## src/rtl/uart_tx_arbiter.sv

```systemverilog
// ----------------------------------------------------------------------------
// uart_tx_arbiter
//
// Round-robin controller that lets NUM_REQ byte producers share a single UART
// transmitter. One word is accepted per grant over a valid/ready handshake.
// The word is registered onto txMessage, announced with a one-cycle txStart
// pulse, and held until the transmitter has gone busy and returned to idle.
//
// Ports:
//   clk        - single clock, all logic on the rising edge
//   rstN       - synchronous active-low reset
//   reqValid   - [NUM_REQ] requester i has a word pending
//   reqData    - [NUM_REQ*DATA_WIDTH] word of requester i at [i*DATA_WIDTH +: DATA_WIDTH]
//   reqReady   - [NUM_REQ] one-hot, combinational; word of requester i taken on this edge
//   txMessage  - [DATA_WIDTH] registered word to the transmitter
//   txStart    - one-cycle start pulse to the transmitter
//   txIdle     - transmitter idle indication
//   grantId    - [IDW] index of the last granted requester
//   busy       - high whenever the controller is not arbitrating
//   timeoutErr - sticky watchdog flag (constant 0 when the watchdog is absent)
//
// Build option:
//   UART_TX_ARBITER_TIMEOUT_EN - when defined, a watchdog abandons a transfer
//   whose transmitter never leaves idle within TIMEOUT_CYCLES cycles of start.
// ----------------------------------------------------------------------------
module uart_tx_arbiter #(
    parameter int NUM_REQ        = 4,
    parameter int DATA_WIDTH     = 8,
    parameter int TIMEOUT_CYCLES = 1024,
    parameter int IDW            = $clog2(NUM_REQ)
) (
    input  logic                          clk,
    input  logic                          rstN,
    input  logic [NUM_REQ-1:0]            reqValid,
    input  logic [NUM_REQ*DATA_WIDTH-1:0] reqData,
    output logic [NUM_REQ-1:0]            reqReady,
    output logic [DATA_WIDTH-1:0]         txMessage,
    output logic                          txStart,
    input  logic                          txIdle,
    output logic [IDW-1:0]                grantId,
    output logic                          busy,
    output logic                          timeoutErr
);

    typedef enum logic [1:0] {
        ARB,
        START,
        WAIT_BUSY,
        WAIT_IDLE
    } state_t;

    localparam logic [IDW:0] NUM_REQ_W = (IDW+1)'(NUM_REQ);

    state_t                  state;
    state_t                  state_next;
    logic [IDW-1:0]          last_grant;
    logic [IDW:0]            cand;
    logic                    win_found;
    logic [IDW-1:0]          win_id;
    logic [DATA_WIDTH-1:0]   win_data;
    logic                    grant;

    // ------------------------------------------------------------------------
    // Round-robin search: first valid requester starting at last_grant+1,
    // ascending with wrap. The one-bit-wider candidate keeps the wrap exact
    // for NUM_REQ values that are not a power of two.
    // ------------------------------------------------------------------------
    always_comb begin
        // NOTE: combinational blocks use blocking assignments and give every
        // output a default first, so no path leaves a value unassigned and no
        // latch is inferred.
        win_found = 1'b0;
        win_id    = '0;
        cand      = '0;
        for (int k = 1; k <= NUM_REQ; k++) begin
            cand = {1'b0, last_grant} + (IDW+1)'(k);
            if (cand >= NUM_REQ_W) begin
                cand = cand - NUM_REQ_W;
            end
            if (!win_found && reqValid[cand[IDW-1:0]]) begin
                win_found = 1'b1;
                win_id    = cand[IDW-1:0];
            end
        end
    end

    always_comb begin
        win_data = '0;
        for (int i = 0; i < NUM_REQ; i++) begin
            if (win_id == IDW'(i)) begin
                win_data = reqData[i*DATA_WIDTH +: DATA_WIDTH];
            end
        end
    end

    // A busy transmitter blocks the grant even in ARB; rstN gates reqReady so
    // no requester sees an acknowledge for a word that reset would discard.
    assign grant    = rstN && (state == ARB) && txIdle && win_found;
    assign reqReady = grant ? (NUM_REQ'(1) << win_id) : '0;

`ifdef UART_TX_ARBITER_TIMEOUT_EN
    localparam int             WDW     = $clog2(TIMEOUT_CYCLES);
    localparam logic [WDW-1:0] WD_LAST = WDW'(TIMEOUT_CYCLES - 1);

    logic [WDW-1:0] wd_cnt;
    logic           tx_timeout;
`endif

    // ------------------------------------------------------------------------
    // Next-state logic
    // ------------------------------------------------------------------------
    always_comb begin
        state_next = state;
`ifdef UART_TX_ARBITER_TIMEOUT_EN
        tx_timeout = 1'b0;
`endif
        unique case (state)
            ARB: begin
                if (grant) begin
                    state_next = START;
                end
            end
            START: begin
                state_next = WAIT_BUSY;
            end
            WAIT_BUSY: begin
                if (!txIdle) begin
                    state_next = WAIT_IDLE;
                end
`ifdef UART_TX_ARBITER_TIMEOUT_EN
                // Transmitter never acknowledged the start: drop the word.
                else if (wd_cnt == WD_LAST) begin
                    state_next = ARB;
                    tx_timeout = 1'b1;
                end
`endif
            end
            WAIT_IDLE: begin
                if (txIdle) begin
                    state_next = ARB;
                end
            end
            default: begin
                state_next = ARB;
            end
        endcase
    end

    // ------------------------------------------------------------------------
    // State and registered outputs. txStart and busy are loaded from the next
    // state so they are true flops that line up with the state register.
    // ------------------------------------------------------------------------
    always_ff @(posedge clk) begin
        // NOTE: sequential state uses non-blocking assignments so every flop
        // samples the pre-edge values regardless of statement order.
        if (!rstN) begin
            state      <= ARB;
            last_grant <= IDW'(NUM_REQ - 1);
            txMessage  <= '0;
            txStart    <= 1'b0;
            grantId    <= '0;
            busy       <= 1'b0;
        end else begin
            state   <= state_next;
            txStart <= (state_next == START);
            busy    <= (state_next != ARB);
            if (grant) begin
                txMessage  <= win_data;
                last_grant <= win_id;
                grantId    <= win_id;
            end
        end
    end

`ifdef UART_TX_ARBITER_TIMEOUT_EN
    // Held at zero outside WAIT_BUSY, so it reads zero on the first
    // WAIT_BUSY cycle and counts up from there.
    always_ff @(posedge clk) begin
        if (!rstN) begin
            wd_cnt     <= '0;
            timeoutErr <= 1'b0;
        end else begin
            if (state == WAIT_BUSY) begin
                wd_cnt <= wd_cnt + WDW'(1);
            end else begin
                wd_cnt <= '0;
            end
            if (tx_timeout) begin
                timeoutErr <= 1'b1;
            end
        end
    end
`else
    assign timeoutErr = 1'b0;
`endif

endmodule

```

## config.mk

```make
export PLATFORM = sky130hd
export DESIGN_NAME = uart_tx_arbiter
export DESIGN_NICKNAME = d
export VERILOG_FILES = /design/src/rtl/uart_tx_arbiter.sv
export SDC_FILE = /design/constraint.sdc
export NUM_CORES = 1
export LEC_CHECK = 0
export CAP_MARGIN = 20
export CORE_ASPECT_RATIO = 0.75
export CORE_MARGIN = 5
export CORE_UTILIZATION = 33
export CTS_CLUSTER_DIAMETER = 100
export DETAILED_ROUTE_END_ITERATION = 7
export GPL_TIMING_DRIVEN = 0
export PLACE_DENSITY = 0.74
export SLEW_MARGIN = 10
export SYNTH_ARGS = -nofsm -noshare
export SYNTH_HDL_FRONTEND = slang
export SYNTH_SLANG_ARGS = --single-unit
```

## constraint.sdc

```tcl
create_clock -name clk -period 2.09 [get_ports clk]
set_input_delay 0.627 -clock clk [delete_from_list [all_inputs] [get_ports clk]]
set_output_delay 0.627 -clock clk [all_outputs]
set_load 0.03 [all_outputs]
```

==> results.py, run 1 <==
metrics = {
    "setup_path": {
        "path_buf_inv": 3,
        "cp.arrival_ns": 1.77,
        "crit_path_max_incr_delay_ns": 0.39,
        "cp-end-kind": "output pin",
        "critPathMaxFanout": 6,
        "path_cells": "buf_8 -> o41ai_4 -> nor3_2 -> and2_4 -> buf_8 -> and2_4 -> buf_6",
        "crit_required_ns": 1.46,
        "crit_slowest_cell": "o41ai_4",
        "start_kind": "primary input",
        "crit_family": "compound AO/OA/AOI/OAI gates",
        "critPathKind": "in2out",
    },
    "sta": {
        "fin_skew_ns": 0.00483,
        "grt_setup_unrepaired": "yes",
        "timing.final.ws_setup_ns": -0.309,
        "setup_viol": 6,
        "period_minus_slack_ns": 2.40,
        "maxSlewViolCount": 0,
        "fmax_mhz": 417,
        "whs_ns": 0.478,
        "worstMarginPinSlew_ns": 0.510,
        "fin_tns_setup_ns": -1.22,
        "hold_viol": 0,
        "fin_crit_sh": 1.15,
        "slew_headroom": 0.658,
    },
    "final_layout": {
        "drive_gt1_frac": 0.280,
        "final_common_cell": "clkdlybuf4s50_1",
        "layout_common_cells": "clkdlybuf4s50_1 (44), dfxtp_1 (16), a21oi_1 (14)",
        "antenna_cells": 0,
        "stdcell_area_mm2": 0.00182,
        "postLayoutCoreUtil": 0.673,
        "layoutNonFillerInstCount": 222,
        "layout.nets": 226,
        "syn_to_final_growth_pct": 89.8,
    },
    "grt": {
        "grt_pass1_vias": 1169,
        "grt_max_degree": 11,
        "antenna_found_initial": 0,
        "grt_use_total": 0.167,
        "gr-total-overflow": 0,
        "grt_pass1_wl_um": 5490,
    },
    "placement": {
        "place_congestion": 0.805,
        "placed_cell_area_mm2": 0.00163,
        "dp.cells": 206,
        "post-dp-hpwl_um": 2480,
        "numPortBuffers": 54,
    },
    "synthesis": {
        "synth.distinct_cells": 30,
        "yosysTopAreaCell": "dfxtp_1",
        "synthTopCellsByArea": "dfxtp_1 (33%), a21oi_1 (7.3%), mux2_1 (7.0%)",
        "ys_ff_latch": 16,
        "synth_area_um2": 958,
        "netlist_instances": 116,
        "seq_area_frac_synth": 0.334,
        "syn_area_per_cell_um2": 8.26,
        "yosysTopAreaCellShare": 0.334,
        "yosysWarnings": 0,
        "synthArstFlopShare": 0,
        "synth_flop_cell": "dfxtp_1",
        "syn_nets": 155,
        "synth_edf_count": 0,
    },
    "routing": {
        "route.detailed.drc": 0,
        "first_pass_iters": 4,
        "vias_per_cell": 5.16,
        "routed_wl_um": 3350,
        "postRouteAntennaNets": 0,
        "wire_per_inst_um": 15.1,
        "vias": 1146,
        "drt_iter0_drc": 46,
    },
    "pwr": {
        "power.leakage_nw": 0.727,
        "irDropWorstVdd_v": 0.000465,
        "power_density_mw_per_mm2": 607,
    },
    "clocking": {
        "postCtsHoldBufs": 0,
        "clock_path_buffers": 2,
        "insertion_delay_ns": 0.25,
        "cts_tree": "yes",
        "cts-root-buf": "clkbuf_8",
        "clock-sinks": 16,
        "cts_made_buffers": 3,
        "clkSlewWorstSetupHoldPaths_ns": 0.06,
        "htree_num_levels": 1,
    },
    "floorplanning": {
        "io_pins": 56,
        "die_w_um": 72.2,
        "fp.dieArea_mm2": 0.00409,
        "row_count": 16,
        "initial_core_util": 0.355,
        "coreArea_mm2": 0.00270,
        "die_h_um": 56.7,
    },
    "outcome": {
        "status": "complete, but fails checks",
        "failed_checks": "setup timing",
    },
    "hold_path": {
        "min_path_type": "reg2reg",
    },
    "job": {
        "max_cap_violations": 0,
    },
}
[what timing repair did]
action | 4_1_cts | 5_1_grt
pin swaps | 9 | 8
endpoints found under the setup margin | 15 | 12
setup buffers | 9 | 4
gates resized for setup | 59 | 9
[final timing paths]
kind	startpoint	to	slack, ns	cells after the start
setup / recovery	reqValid[1]	reqReady[1]	-0.31	7
hold / removal	grantId[1]	grantId[1]	0.48	2
setup reg to reg	last_grant[1]	txMessage[4]	0.05	9
hold reg to reg	grantId[1]	grantId[1]	0.48	2
[cell families after synthesis]
kind of cell    count (synthesis)  synth area share
compound gates                 44             0.333
buf+inv                         9            0.0496
simple gates                   40             0.209
flops                          16             0.334
other cells                     1           0.00391
mux                             6            0.0705
[power by group]
group          switching, mW  internal [mW]  total [mW]
Clock                  0.108          0.167       0.275
Combinational          0.230          0.241       0.471
Sequential            0.0195          0.338       0.357
[worst reg2reg max path, cell delays in order, from the launching register on]
cell      delay [ns]
dfxtp_1         0.30
buf_2           0.24
nor3b_2         0.10
a311oi_4        0.32
buf_6           0.18
buf_4           0.11
buf_4           0.12
mux2_1          0.31
a22oi_1         0.16
a21oi_1         0.09
[registers in the layout (all words and copies together) (netlist names)]
name        count
grantId         2
txMessage       8
busy            1
last_grant      2
txStart         1
state           2
[Yosys cell counts, types with 3 or more instances]
cell type,count
a21oi_1,14
a22oi_1,6
and2_1,4
clkbuf_1,3
dfxtp_1,16
mux2_1,6
nand2_1,6
nand2b_1,8
nor2_1,15
nor3_1,3
o21ai_0,9
[per-layer routing]
metal	vias to the layer above	global-route usage	wire (um)
met3	2	0.0713	334
met2	48	0.258	1470
li1	558	-	-
met4	0	0.00804	8
met1	538	0.226	1530
met5	-	0	0
[cell type report]
class                      instances  area [um2]
fill                             219         883
timing repair buffer              67         652
buffer                             6        47.5
tap                               36        45.0
sequential                        16         320
multi-input combinational         91         692
inverter                           2        7.51
clock buffer                       4        55.1
[per-stage QoR]
stage                     power, mW  worst slack [ns]
final                          1.10            -0.309
after global routing           1.16            -0.349
after CTS                      1.08            -0.349
after detailed placement      0.776             -1.52
after global placement        0.770             -1.49
after floorplan               0.601            -0.210
(Power assumes the default switching activity.)
==> run 2, diff against run 1 <==
ABC_AREA = 1   (was unset)
CORE_UTILIZATION = 37   (was 33)
GPL_TIMING_DRIVEN = unset   (was 0)
PLACE_DENSITY = 0.76   (was 0.74)
==> results.py, run 2 <==
metrics = {
    "outcome": {
        "status": "complete, but fails checks",
        "failed_checks": "setup timing",
    },
    "sta": {
        "setup_viol": 10,
        "fmax_mhz": 404,
        "timing.final.ws_setup_ns": -0.388,
        "grt_setup_unrepaired": "yes",
        "fin_skew_ns": 0.00361,
        "maxSlewViolCount": 0,
        "fin_crit_sh": 1.19,
        "hold_viol": 0,
        "period_minus_slack_ns": 2.48,
    },
    "hold_path": {
        "min_path_type": "reg2reg",
    },
    "floorplanning": {
        "io_pins": 56,
        "row_count": 17,
        "initial_core_util": 0.396,
        "die_h_um": 59.2,
        "fp.dieArea_mm2": 0.00448,
        "coreArea_mm2": 0.00302,
        "die_w_um": 75.7,
    },
    "synthesis": {
        "yosysTopAreaCell": "dfxtp_1",
        "syn_nets": 226,
        "synth_edf_count": 0,
        "synth.distinct_cells": 24,
        "syn_area_per_cell_um2": 6.40,
        "synth_area_mm2": 0.00120,
        "synth_commonest_cells": "nand2_1 (51), nand3_1 (25), nor2_1 (24), a21oi_1 (16), dfxtp_1 (16)",
        "seq_area_frac_synth": 0.268,
        "synth_most_common_cell": "nand2_1",
        "netlist_instances": 187,
        "synthArstFlopShare": 0,
        "synth_flop_cell": "dfxtp_1",
        "yosysTopAreaCellShare": 0.268,
        "yosysWarnings": 0,
        "synthTopCellsByArea": "dfxtp_1 (27%), nand2_1 (16%), nand3_1 (10%)",
        "ys_ff_latch": 16,
    },
    "final_layout": {
        "drive_gt1_frac": 0.367,
        "layout_common_cells": "clkdlybuf4s50_1 (44), nand2_1 (43), buf_4 (23)",
        "layout.nets": 304,
        "largest_reg_flops": 8,
        "postLayoutCoreUtil": 0.726,
        "top_register": "txMessage",
        "antenna_cells": 0,
        "final_common_cell": "clkdlybuf4s50_1",
        "syn_to_final_growth_pct": 83.3,
    },
    "clocking": {
        "clock-sinks": 16,
        "clkSlewWorstSetupHoldPaths_ns": 0.07,
        "cts-root-buf": "clkbuf_8",
        "clock_path_buffers": 2,
        "htree_num_levels": 1,
        "cts_tree": "yes",
        "cts_made_buffers": 3,
        "postCtsHoldBufs": 0,
        "insertion_delay_ns": 0.25,
    },
    "pwr": {
        "clockPowerShare": 0.163,
        "swShare": 0.435,
        "irDropWorstVdd_v": 0.000499,
        "power_density_mw_per_mm2": 773,
        "seqPwrFrac": 0.222,
        "p_total_mw": 1.69,
        "p_int_mw": 0.958,
        "power_switching_mw": 0.736,
        "power.leakage_nw": 0.965,
        "power.share.combinational": 0.614,
    },
    "setup_path": {
        "path_cells": "buf_12 -> inv_16 -> nand2_2 -> nand2_4 -> nand2_4 -> nand2_4 -> nor2_1 -> nor2_1 -> nand2_2 -> nand2_4 -> nand2_1 -> nor2_4 -> buf_6",
        "crit_required_ns": 1.46,
        "crit_family": "simple AND/OR/NAND/NOR gates",
        "path_buf_inv": 3,
        "cp.arrival_ns": 1.85,
        "critPathKind": "reg2out",
        "start_kind": "flop",
        "cp-end-kind": "output pin",
        "crit_path_max_incr_delay_ns": 0.33,
        "crit_top_cell": "nand2_4",
        "crit_slowest_cell": "dfxtp_2",
        "critPathMaxFanout": 8,
    },
    "grt": {
        "grt_use_total": 0.191,
        "grt_pass1_vias": 1375,
        "gr-total-overflow": 0,
        "grt_pass1_wl_um": 6480,
        "antenna_found_initial": 0,
        "grt_max_degree": 17,
    },
    "routing": {
        "first_pass_iters": 4,
        "postRouteAntennaNets": 0,
        "wire_per_inst_um": 14.1,
        "vias": 1491,
        "drt_iter0_drc": 97,
        "vias_per_cell": 4.94,
        "routed_wl_um": 4260,
        "route.detailed.drc": 0,
    },
    "job": {
        "max_cap_violations": 0,
    },
    "placement": {
        "numPortBuffers": 54,
        "post-dp-hpwl_um": 3150,
        "place_congestion": 0.822,
        "pre_cts_slack_ns": -0.854,
    },
}
==> run 2: path summary, 6_finish.rpt <==
path | startpoint | endpoint | slack, ns | cells after the start
hold reg to reg | grantId[0] | grantId[0] | 0.46 | 2
setup reg to reg | last_grant[0] | txMessage[1] | -0.07 | 16
setup / recovery | last_grant[0] | reqReady[2] | -0.39 | 13
hold / removal | grantId[0] | grantId[0] | 0.46 | 2
==> run 2: cell type report <==
type,count,area (um2)
repair buffers,79,746
clock buffers,4,55.1
multi-input cells,147,932
inverters,18,90.1
flip-flops and latches,16,322
fillers,238,828
well taps,38,47.5
==> run 2: power by group through the flow <==
| stage | registers (mW) | clock network (mW) | logic (mW) |
|---|---|---|---|
| after floorplan | 0.452 | 0 | 0.510 |
| after global placement | 0.380 | 0 | 0.904 |
| after detailed placement | 0.381 | 0 | 0.915 |
| after CTS | 0.376 | 0.286 | 0.955 |
| after global routing | 0.384 | 0.303 | 1.13 |
| final | 0.377 | 0.276 | 1.04 |
==> run 2: cell families after synthesis <==
group	Yosys count	synth area share
flip-flops	16	0.268
AO/OA/AOI/OAI	21	0.0920
other	1	0.00314
AND/OR/NAND/NOR	125	0.525
buffers and inverters	24	0.112
==> run 2: timing repair <==
item	in CTS	in global routing
pin swaps	8	2
setup endpoints to repair	19	13
setup buffers	4	2
gates resized for setup	39	16
==> run 2: through the flow <==
| stage | TNS [ns] | cells | hold WS, ns | cell area [um2] |
|---|---|---|---|---|
| finish | -1.72 | 302 | 0.463 | 2190 |
| global placement | -9.71 | 293 | 0.451 | 1980 |
| CTS | -1.42 | 300 | 0.463 | 2110 |
| floorplan | -0.649 | 187 | 0.517 | 1290 |
| detailed placement | -10.82 | 293 | 0.453 | 1980 |
| global route | -3.48 | 302 | 0.496 | 2190 |
==> run 2: metal layers <==
| layer | global-route usage | vias up | routed length, um |
|---|---|---|---|
| met5 | 0 | - | 0 |
| met1 | 0.263 | 696 | 1880 |
| met2 | 0.296 | 35 | 2100 |
| met4 | 0.0474 | 0 | 52 |
| met3 | 0.0475 | 8 | 223 |
| li1 | - | 752 | - |
==> run 2: worst min-delay path, cell delays in order (launching register included) <==
cell	delay, ns
dfxtp_1	0.31
nand2_1	0.06
a21oi_1	0.05
==> run 3, diff against run 2 <==
CORE_ASPECT_RATIO = 0.6   (was 0.75)
RECOVER_POWER = 25   (was unset)
==> results.py, run 3 (synthesized netlist as in run 2, its figures left out) <==
metrics = {
    "routing": {
        "route.detailed.drc": 0,
        "first_pass_iters": 4,
        "vias": 1488,
        "wire_per_inst_um": 13.1,
        "routed_wl_um": 4140,
        "postRouteAntennaNets": 0,
        "vias_per_cell": 4.71,
        "drt_iter0_drc": 80,
    },
    "pwr": {
        "power.share.combinational": 0.612,
        "p_int_mw": 0.992,
        "power.leakage_nw": 1.03,
        "power_switching_mw": 0.720,
        "irDropWorstVdd_v": 0.000426,
        "power_density_mw_per_mm2": 766,
        "swShare": 0.420,
        "clockPowerShare": 0.166,
        "seqPwrFrac": 0.223,
    },
    "floorplanning": {
        "coreArea_mm2": 0.00318,
        "die_w_um": 83.4,
        "row_count": 16,
        "io_pins": 56,
        "initial_core_util": 0.376,
        "die_h_um": 54.0,
        "fp.dieArea_mm2": 0.00451,
    },
    "grt": {
        "grt_use_total": 0.181,
        "gr-total-overflow": 0,
        "grt_pass1_vias": 1338,
        "grt_pass1_wl_um": 6390,
        "grt_max_degree": 10,
        "antenna_found_initial": 0,
    },
    "clocking": {
        "cts_tree": "yes",
        "insertion_delay_ns": 0.26,
        "htree_num_levels": 1,
        "clock_path_buffers": 2,
        "cts-root-buf": "clkbuf_8",
        "cts_made_buffers": 3,
        "clkSlewWorstSetupHoldPaths_ns": 0.06,
        "postCtsHoldBufs": 0,
        "clock-sinks": 16,
    },
    "final_layout": {
        "largest_reg_flops": 8,
        "ff_latch_area_um2": 323,
        "drive_gt1_frac": 0.351,
        "layout.nets": 311,
        "postLayoutCoreUtil": 0.702,
        "antenna_cells": 0,
        "final_common_cell": "nand2_1",
        "syn_to_final_growth_pct": 86.8,
        "top_register": "txMessage",
        "multiInputGateArea_um2": 891,
        "layout_common_cells": "nand2_1 (42), clkdlybuf4s50_1 (41), buf_4 (23)",
        "nFillCells": 247,
    },
    "sta": {
        "maxSlewViolCount": 0,
        "setup_viol": 12,
        "whs_ns": 0.488,
        "grt_setup_unrepaired": "yes",
        "fin_crit_sh": 1.19,
        "fin_skew_ns": 0.00499,
        "period_minus_slack_ns": 2.49,
        "timing.final.ws_setup_ns": -0.404,
        "hold_viol": 0,
        "fmax_mhz": 401,
    },
    "setup_path": {
        "cp-end-kind": "output pin",
        "crit_required_ns": 1.46,
        "start_kind": "flop",
        "critPathKind": "reg2out",
        "cp.arrival_ns": 1.87,
        "critPathMaxFanout": 4,
    },
    "outcome": {
        "status": "complete, but fails checks",
        "failed_checks": "setup timing",
    },
    "placement": {
        "pre_cts_slack_ns": -0.858,
        "place_congestion": 0.810,
        "numPortBuffers": 54,
        "post-dp-hpwl_um": 3040,
    },
    "hold_path": {
        "min_path_type": "reg2reg",
    },
    "job": {
        "max_cap_violations": 0,
    },
}
[run 3: cell types whose count changed in the layout (fill, tap and decap cells not counted), moves of 2 or more]
cell | before | now
inv_1 | 8 | 10
inv_2 | 7 | 5
nor2_4 | 6 | 4
dlygate4sd3_1 | 0 | 3
buf_6 | 4 | 9
inv_4 | 1 | 3
nand3_1 | 16 | 22
nand3_2 | 10 | 4
nor2_1 | 18 | 21
clkdlybuf4s50_1 | 44 | 41
[run 3: through the flow]
stage | cell area [um2] | total power [mW] | std cells | setup TNS (ns)
3_5_place_dp | 2010 | 1.32 | 302 | -10.58
6_report | 2230 | 1.71 | 316 | -2.25
2_1_floorplan | 1290 | 0.963 | 187 | -0.649
5_1_grt | 2230 | 1.82 | 316 | -3.85
4_1_cts | 2180 | 1.67 | 312 | -1.45
3_3_place_gp | 2010 | 1.31 | 302 | -9.88
[run 3: power groups by stage]
| stage | Clock (mW) | Sequential, mW | Combinational, mW |
|---|---|---|---|
| 2_1_floorplan | 0 | 0.452 | 0.510 |
| 3_3_place_gp | 0 | 0.381 | 0.926 |
| 3_5_place_dp | 0 | 0.382 | 0.935 |
| 4_1_cts | 0.294 | 0.379 | 0.993 |
| 5_1_grt | 0.303 | 0.386 | 1.13 |
| 6_report | 0.284 | 0.381 | 1.05 |
[run 3: per-layer routing]
metal	GRT usage	up-vias	part of all wire
met2	0.251	55	0.42
li1	-	770	-
met1	0.263	659	0.49
met4	0.0625	0	0.0056
met5	0	-	0
met3	0.0520	4	0.086
[run 3: layout make-up]
| class | count | share of cell area |
|---|---|---|
| Multi-Input combinational cell | 147 | 0.399 |
| Timing Repair Buffer | 85 | 0.368 |
| Sequential cell | 16 | 0.144 |
| Inverter | 18 | 0.0358 |
| Tap cell | 45 | 0.0252 |
| Clock buffer | 4 | 0.0246 |
| Timing Repair inverter | 1 | 0.00280 |
[run 3: worst paths after layout]
kind,startpoint,end,slack (ns),cells past startpoint
min reg2reg,grantId[1],grantId[1],0.49,2
max reg2reg,last_grant[0],txMessage[0],-0.11,18
max,last_grant[0],reqReady[1],-0.40,14
min,grantId[1],grantId[1],0.49,2
[run 3: critical path: stages, from the launching register on]
cell	delay, ns
dfxtp_2	0.35
buf_6	0.13
inv_4	0.06
nand2_8	0.06
nand2_4	0.06
nand2_4	0.08
nand2_4	0.07
nor2_4	0.13
nand3_2	0.08
nand2_2	0.09
nand2_4	0.08
nor2_4	0.14
inv_2	0.06
nor2_4	0.07
buf_6	0.13
[run 3: timing repair]
action | in CTS | in global routing
pin swaps | 13 | 14
buffers inserted | 5 | 4
gates resized for setup | 38 | 9
endpoints found under the setup margin | 19 | 15
cloned | 2 | 0
==> RTL change (flow settings as in run 2) <==
Change the parameter `NUM_REQ` from 4 to 2.
--- a/src/rtl/uart_tx_arbiter.sv
+++ b/src/rtl/uart_tx_arbiter.sv
@@ -24,7 +24,7 @@
 //   whose transmitter never leaves idle within TIMEOUT_CYCLES cycles of start.
 // ----------------------------------------------------------------------------
 module uart_tx_arbiter #(
-    parameter int NUM_REQ        = 4,
+    parameter int NUM_REQ        = 2,
     parameter int DATA_WIDTH     = 8,
     parameter int TIMEOUT_CYCLES = 1024,
     parameter int IDW            = $clog2(NUM_REQ)
Ports: changed (resized grantId, reqData, reqReady and reqValid); port bits go from 56 to 35. No check against the original RTL was run, so the function may have changed too.
==> RTL change against run 2 <==
- cell count down 49%
- clock power decreased by 31%
- setup slack improved by 440 ps
- power is 60% lower
- area after synthesis fell by 42%
- design area fell by 49%
- wire length shrank 57%
- critical path type is now primary input to output port
- sequential cell count decreased by 2
- critical endpoint is now reqReady[1]
==> RTL change: results (changes against run 2) <==
| Metric | Value |
|---|---|
| Lkg Pwr | `0.521 nW (-46%)` |
| Peak VDD IR | `0.368 mV (-26%)` |
| Synth top area cells | `dfxtp_1, nand2_1, nand3_1` |
| Hold endpoint | `txMessage[4]` |
| Status | `finished, final reports clean` |
| DP Wirelength | `1470 µm (-53%)` |
| Total GRT Usage | `15.2% (-3.8 points)` |
| FF-to-FF path depth | `5 (-11)` |
| Largest net degree at the start of global routing | `12 (-5)` |
| Reg2reg start | `state[1]` |
| Syn_area_per_cell | `7.77 µm² (+21%)` |
| First-pass GRT wire length | `3130 µm (-52%)` |
| Synth unique cells | `20 (-17%)` |
| Routed via count | `697 (-53%)` |
| Reg2reg end | `busy` |
| Input/output buffers | `33 (-39%)` |
| Cells after DPL | `151 (-48%)` |
| Syn_nets | `111 (-51%)` |
| Worst skew pair latency | `280 ps (+30 ps)` |
| Setup slack, reg-to-reg | `930 ps (+1000 ps)` |
| DR iter-0 viols | `11 (-89%)` |
| Number of global-route vias before repair | `727 (-47%)` |
| Routed len/inst | `11.9 µm (-16%)` |
| Gp weighted congestion | `0.753 (-8.4%)` |
| Clk_skew | `3.29 ps (-0.320 ps)` |
-- RTL change: cell types whose count changed after synthesis, moves of 4 or more --
cell     before  now
nand2_4       7    3
a21oi_1      16    8
nor2_1       24    1
nand3_1      25   10
nand2_1      51   35
inv_1        13    3
nand2_2       9    3
-- RTL change: logic make-up (layout without fill, tap and decap cells) --
logic type             Yosys count  count (layout)  synth area share [%]
AO/OA/AOI/OAI                    9               9                  6.98
buffers and inverters            8              51                  7.33
flip-flops                      14              14                  40.1
other                            1               1                 0.536
AND/OR/NAND/NOR                 58              58                  45.1
-- RTL change: worst max-delay path, cell delays in order --
cell and delay (ps):
dlygate4sd2_1 230, inv_1 70, nand2_4 80, nand2_4 70, nor2_8 90, nand2_2 60
inv_1 60, buf_6 120
-- RTL change: worst max-delay path by stage --
stage             endpoint  slack, ps        start  cells past startpoint
2_1_floorplan  reqReady[0]        130  reqValid[1]                      6
3_3_place_gp   reqReady[1]       -240  reqValid[1]                      8
3_5_place_dp   reqReady[1]       -280  reqValid[1]                      8
4_1_cts        reqReady[1]          2  reqValid[1]                      8
5_1_grt        reqReady[1]         10  reqValid[0]                      8
6_report       reqReady[1]         50  reqValid[0]                      8
-- RTL change: final cells by class --
cell class	instances	area (µm²)	area share (%)
Sequential cell	14	280	24.9
Clock buffer	4	36.3	3.22
Multi-Input combinational cell	68	370	32.9
Tap cell	22	27.5	2.44
Inverter	5	21.3	1.89
Timing Repair Buffer	42	392	34.7
-- RTL change: metal layers --
metal | track usage, % | vias to the layer above | part of all wire [%]
li1 | - | 369 | -
met1 | 16.7 | 303 | 39
met2 | 26.1 | 23 | 50
met3 | 8.36 | 2 | 9.5
met4 | 3.98 | 0 | 0.65
met5 | 0 | - | 0
-- RTL change: what timing repair did --
item,CTS,global route
hold endpoints to repair,0,0
setup buffers,0,0
setup endpoints to repair,2,1
gates resized for setup,6,2
cloned,0,0
-- RTL change: power by group --
| group | switching (mW) | total (mW) | internal, mW |
|---|---|---|---|
| Clock | 0.0854 | 0.191 | 0.106 |
| Combinational | 0.101 | 0.194 | 0.0932 |
| Sequential | 0.00999 | 0.294 | 0.284 |
| Total | 0.197 | 0.679 | 0.483 |
-- RTL change: per-stage QoR --
| stage | setup slack (ps) | hold slack, ps | util [%] | setup TNS (ps) | instance area (µm²) |
|---|---|---|---|---|---|
| after floorplan | 126 | 462 | - | 0 | 702 |
| after global placement | -244 | 452 | 61.6 | -443 | 1090 |
| after detailed placement | -275 | 459 | 61.6 | -480 | 1090 |
| after CTS | 1.88 | 469 | 63.8 | 0 | 1130 |
| after global routing | 12.7 | 493 | 63.6 | 0 | 1130 |
| final | 53.4 | 466 | 63.6 | 0 | 1130 |
